`src/rtl/bcd_pkg.sv`:
```
`default_nettype none
// +------------------------------------------------------------------+
// | bcd_pkg : shared BCD digit types and the per-digit subtract cell |
// | Rev 1.0                                                          |
// +------------------------------------------------------------------+
package bcd_pkg;

  localparam int c_DIGIT_W = 4;

  typedef logic [c_DIGIT_W-1:0] bcd_digit_t;

  typedef struct packed {
    logic       g;   // digit difference is negative: borrow generated
    logic       p;   // digit difference is zero: incoming borrow passes through
    bcd_digit_t r0;  // result digit when no borrow arrives from below
    bcd_digit_t r1;  // result digit when a borrow arrives from below
  } digit_sub_t;

  function automatic digit_sub_t digit_sub(input bcd_digit_t a_i, input bcd_digit_t b_i);
    logic signed [5:0] d;
    digit_sub_t        res;
    d      = $signed({2'b00, a_i}) - $signed({2'b00, b_i});
    res.g  = d[5];
    res.p  = (d == 6'sd0);
    // Low nibble arithmetic is mod 16, so adding 10 (or 9) folds negatives into 0..9.
    res.r0 = res.g ? (d[3:0] + 4'd10) : d[3:0];
    res.r1 = (res.g | res.p) ? (d[3:0] + 4'd9) : (d[3:0] - 4'd1);
    return res;
  endfunction

endpackage
`default_nettype wire

```
`src/rtl/bcd_borrow_prefix.sv`:
```
`default_nettype none
// +------------------------------------------------------------------+
// | bcd_borrow_prefix : Kogge-Stone borrow lookahead over N digits   |
// | Rev 1.0                                                          |
// +------------------------------------------------------------------+
module bcd_borrow_prefix #(
  parameter int N = 34
) (
  input  logic [N-1:0] g,
  input  logic [N-1:0] p,
  output logic [N:0]   borrow
);

  localparam int c_LEVELS = (N > 1) ? $clog2(N) : 1;

  logic [N-1:0] w_g [c_LEVELS+1];
  logic [N-1:0] w_p [c_LEVELS+1];

  // After level l, bit i holds the group generate/propagate of digits [i-2^(l+1)+1 .. i].
  always_comb begin
    w_g[0] = g;
    w_p[0] = p;
    for (int l = 0; l < c_LEVELS; l++) begin
      w_g[l+1] = w_g[l];
      w_p[l+1] = w_p[l];
      for (int i = (1 << l); i < N; i++) begin
        w_g[l+1][i] = w_g[l][i] | (w_p[l][i] & w_g[l][i - (1 << l)]);
        w_p[l+1][i] = w_p[l][i] & w_p[l][i - (1 << l)];
      end
    end
  end

  assign borrow = {w_g[c_LEVELS], 1'b0};

endmodule
`default_nettype wire

```
`src/rtl/bcd_subtract.sv`:
```
`default_nettype none
// +------------------------------------------------------------------+
// | bcd_subtract : 2-stage pipelined N-digit packed-BCD a - b        |
// | Rev 1.0                                                          |
// +------------------------------------------------------------------+
module bcd_subtract
  import bcd_pkg::*;
#(
  parameter int N = 34
) (
  input  logic                 clk,
  input  logic                 rst_n,
  input  logic [c_DIGIT_W*N-1:0] a,
  input  logic [c_DIGIT_W*N-1:0] b,
  output logic [c_DIGIT_W*N-1:0] o,
  output logic                 sgn
);

  localparam int c_W = c_DIGIT_W * N;

  logic [N-1:0] w_g;
  logic [N-1:0] w_p;
  logic [N:0]   w_borrow;
  logic [c_W-1:0] w_o_next;

  for (genvar i = 0; i < N; i++) begin : g_digit
    digit_sub_t r_s1;

    always_ff @(posedge clk or negedge rst_n) begin
      if (!rst_n) r_s1 <= '0;
      else        r_s1 <= digit_sub(a[c_DIGIT_W*i +: c_DIGIT_W], b[c_DIGIT_W*i +: c_DIGIT_W]);
    end

    assign w_g[i] = r_s1.g;
    assign w_p[i] = r_s1.p;
    assign w_o_next[c_DIGIT_W*i +: c_DIGIT_W] = w_borrow[i] ? r_s1.r1 : r_s1.r0;
  end

  bcd_borrow_prefix #(
    .N (N)
  ) u_prefix (
    .g      (w_g),
    .p      (w_p),
    .borrow (w_borrow)
  );

  always_ff @(posedge clk or negedge rst_n) begin
    if (!rst_n) begin
      o   <= '0;
      sgn <= 1'b0;
    end else begin
      o   <= w_o_next;
      sgn <= w_borrow[N];
    end
  end

endmodule
`default_nettype wire

```
`config.mk`:
```
export PLATFORM = sky130hd
export DESIGN_NAME = bcd_subtract
export DESIGN_NICKNAME = d
export VERILOG_FILES = /design/src/rtl/bcd_pkg.sv /design/src/rtl/bcd_borrow_prefix.sv /design/src/rtl/bcd_subtract.sv
export SDC_FILE = /design/constraint.sdc
export NUM_CORES = 1
export LEC_CHECK = 0
export BUFFER_PORTS_ARGS = -buffer_cell sky130_fd_sc_hd__buf_2
export CAP_MARGIN = 5
export CORE_MARGIN = 4
export CORE_UTILIZATION = 50
export DETAILED_ROUTE_END_ITERATION = 8
export PLACE_DENSITY = 0.79
export SYNTH_ARGS = -nofsm -noshare
export SYNTH_HDL_FRONTEND = slang
export SYNTH_SLANG_ARGS = --single-unit
export TNS_END_PERCENT = 1
```
`constraint.sdc`:
```
create_clock -name clk -period 3.1 [get_ports clk]
set_clock_uncertainty 0.05 [all_clocks]
set_input_delay 0.31 -clock clk [delete_from_list [all_inputs] [get_ports clk]]
set_output_delay 0.31 -clock clk [all_outputs]
set_load 0.01 [all_outputs]
```
==> results.toml <==
[power_and_ir_drop]
p_total_mw = 20.60
switching_power_mw = 6.259
pwr-share-seq_pct = 42.5
power_leakage_nw = 15.30
worst_ir_drop_vdd_uv = 436.6
switching_share_pct = 30.39
intPower_mw = 14.34
pwr-share-comb_pct = 28.8
powerDensity_mw_per_mm2 = 697.5
clock_power_share_pct = 28.7

[detailed_routing]
ant_nets = 0
first_pass_iters = 5
dr.first_iter.drc_count = 814
routedWlPerCell_um = 17.35
viasPerCell = 5.163
drt-total-wl_um = 57240
num_vias = 17040
drc = 0

[timing]
hold_viol = 0
setup_violations = 0
min_period_ns = 2.993
timing.fmax_mhz = 334.1
slew_headroom_pct = 43.93
worst_pin_slew_ns = 0.8411
tns_ns = 0
rsz0062_at_grt = "false"
fin_crit_sh_pct = 96.54
slew_viol_final = 0
hold_ws_ns = 0.03091

[yosys]
syn_area_mm2 = 0.02450
ys_top_cells_by_area = "dfrtp_1 48%, ha_1 12%, mux2_2 5.7%"
synth_top_cell_area_share_pct = 48.20
yosysWarnings = 0
yosysSeqAreaShare_pct = 48.20
synth-seq-cells = 472
synth_cells = 2139
synth_edf_count = 0
synth_top_area_cell = "dfrtp_1"
synth.avg_cell_area_um2 = 11.46
ys.flop_type = "dfrtp_1"
synth_cell_type_count = 64
syn-num-nets = 2716
synth_async_sr_flop_share_pct = 100.0

[setup_path]
r2r_slack_ns = 0.29
r2r_start = "g_digit[0].r_s1[9]$_DFF_PN0_"
crit_path_start_kind = "input pin"
crit_arrival_ns = 3.43
rr_endpoint = "o[131]$_DFF_PN0_"
path_max_fanout = 3
required_ns = 3.54
end_kind = "register"
worstSetupPathType = "in2reg"
r2r_cells = 8

[die]
core_mm2 = 0.04805
core.rowCount = 80
die_w_um = 229.4
floorplan.initialDensity_pct = 51.00
die_h_um = 229.4
dieArea_mm2 = 0.05262
ioPinCount = 411

[clock_tree]
cts_buffers = 49
clock_sinks = 472
root_buffer = "clkbuf_16"
clockBufferDepth = 3
htreeDepth = 2
clk_pin_slew_worst_paths_ns = 0.06
post_cts_buffers = 0
clk_latency_ns = 0.58
cts_tree = "done"

[min_path]
whs_endpoint = "g_digit[30].r_s1[0]$_DFF_PN0_"
min_path_cells = 2
min-delay-path-class = "in2reg"
hold_start = "b[120]"

[global_route]
grt_pass1_vias = 18590
grt_max_degree = 101
overflow = 0
grt_pass1_wl_um = 92640
grt_usage_pct = 21.72
antenna_found_initial = 1

[placement]
hpwl_um = 44740
port_buffers = 410
gp_congestion = 0.8786

[finish]
nNetsFinal = 3229
area_delta_synth_final_pct = 20.53
drive_gt1_share_pct = 25.11

[status]
outcome = "completed"

[run]
drv_cap = 0
-- repair_timing --
action,4_1_cts,5_1_grt
hold buffers,31,0
resized for setup,0,8
endpoints found under the hold margin,116,0
endpoints found under the setup margin,0,5
-- cell usage after synthesis (all sizes together), types with 2 or more instances --
library cell,instances
o21ai,33
o21bai,3
a21oi,128
o31ai,4
nor4,16
clkbuf,5
a211oi,2
nand4,5
and3,2
xnor2,133
o32ai,2
a32o,4
inv,342
and2,8
dfrtp,472
o21a,6
xor2,69
a31o,3
nor2b,17
nand2b,37
nand2,134
nor2,71
a22oi,4
mux2,127
or2,2
or3,2
a21boi,3
a21o,109
o211ai,11
ha,236
nand3,23
a222oi,4
or4,18
buf,7
nor3b,4
fa,67
nor3,17
-- stage by stage --
step,cells,util (%),instance area (um^2),worst slack [ns]
after floorplan,2139,-,24500,0.3631
final,3300,61.47,29540,0.1072
after detailed placement,3185,57.39,27570,0.06532
after global placement,3185,57.39,27570,0.1998
after CTS,3299,61.42,29510,0.1397
after global routing,3300,61.47,29540,0.002854
-- power by group through the flow --
| stage | combinational [mW] | clock, mW | sequential, mW |
|---|---|---|---|
| after global routing | 6.55 | 6.34 | 8.92 |
| final | 5.92 | 5.92 | 8.75 |
| after detailed placement | 5.87 | 0 | 8.83 |
| after floorplan | 3.40 | 0 | 8.94 |
| after CTS | 5.98 | 6.07 | 8.76 |
| after global placement | 5.60 | 0 | 8.76 |
-- cell type report --
class / count / area, um^2
Fill cell: 3717 / 18510
Sequential cell: 472 / 11810
Multi-Input combinational cell: 1313 / 11370
Timing Repair Buffer: 474 / 2670
Clock buffer: 69 / 1421
Inverter: 342 / 1284
Tap cell: 615 / 769.5
Clock inverter: 14 / 209.0
Antenna cell: 1 / 2.502
-- cell families (layout without fill, tap and decap cells) --
logic type | after synthesis | in the layout | share of synthesized area, %
xor+xnor | 202 | 202 | 7.220
flops | 472 | 472 | 48.20
compound gates | 324 | 324 | 8.624
fa+ha+maj | 303 | 303 | 17.52
buf+inv | 354 | 899 | 5.494
other cells | 0 | 1 | 0
simple gates | 357 | 357 | 7.041
mux | 127 | 127 | 5.897
-- worst max-delay path: stages --
cell,delay (ns)
dlygate4sd3_1,0.53
buf_2,0.12
ha_1,0.20
fa_2,0.59
inv_1,0.10
or4_1,0.56
nand2_1,0.14
inv_1,0.07
ha_1,0.28
a21o_1,0.20
a21oi_2,0.18
xor2_1,0.17
-- how the worst max path moves through the flow --
stage,start,endpoint,slack (ns),cells after the start
finish,b[112],g_digit[28].r_s1[3]$_DFF_PN0_,0.11,12
global route,b[88],g_digit[22].r_s1[3]$_DFF_PN0_,0.003,12
CTS,b[112],g_digit[28].r_s1[3]$_DFF_PN0_,0.14,12
detailed placement,a[112],g_digit[28].r_s1[3]$_DFF_PN0_,0.07,12
global placement,a[68],g_digit[17].r_s1[3]$_DFF_PN0_,0.20,12
floorplan,a[104],g_digit[26].r_s1[3]$_DFF_PN0_,0.36,11
-- flip-flops by register name (all words and copies together), names as in the netlist --
register	count
g_digit.r_s1	335
o	136
sgn	1
-- routing by layer --
metal | routed length (um) | track usage, % | share of wire (%)
met1 | 22910 | 26.20 | 40
met2 | 29640 | 39.08 | 52
met3 | 2643 | 3.877 | 4.6
met4 | 2055 | 7.817 | 3.6
met5 | 0 | 0 | 0
-- cell usage in the layout (no fill, tap or decap), drive strengths merged, types with 3 or more instances in the layout --
cell type,netlist,layout
nor4,16,16
a222oi,4,4
clkbuf,5,69
nor3,17,17
a21o,109,109
a21boi,3,3
dlygate4sd3,0,31
nand2,134,134
bufinv,0,5
inv,342,344
xnor2,133,133
o21bai,3,3
o31ai,4,4
a22oi,4,4
nand4,5,5
nor3b,4,4
or4,18,18
o21ai,33,33
and2,8,8
ha,236,236
a32o,4,4
nor2b,17,17
nand2b,37,37
buf,7,443
a31o,3,3
fa,67,67
nor2,71,71
mux2,127,127
dfrtp,472,472
xor2,69,69
clkinv,0,6
o211ai,11,11
o21a,6,6
nand3,23,23
a21oi,128,128
Power figures use the tool's default switching activity.
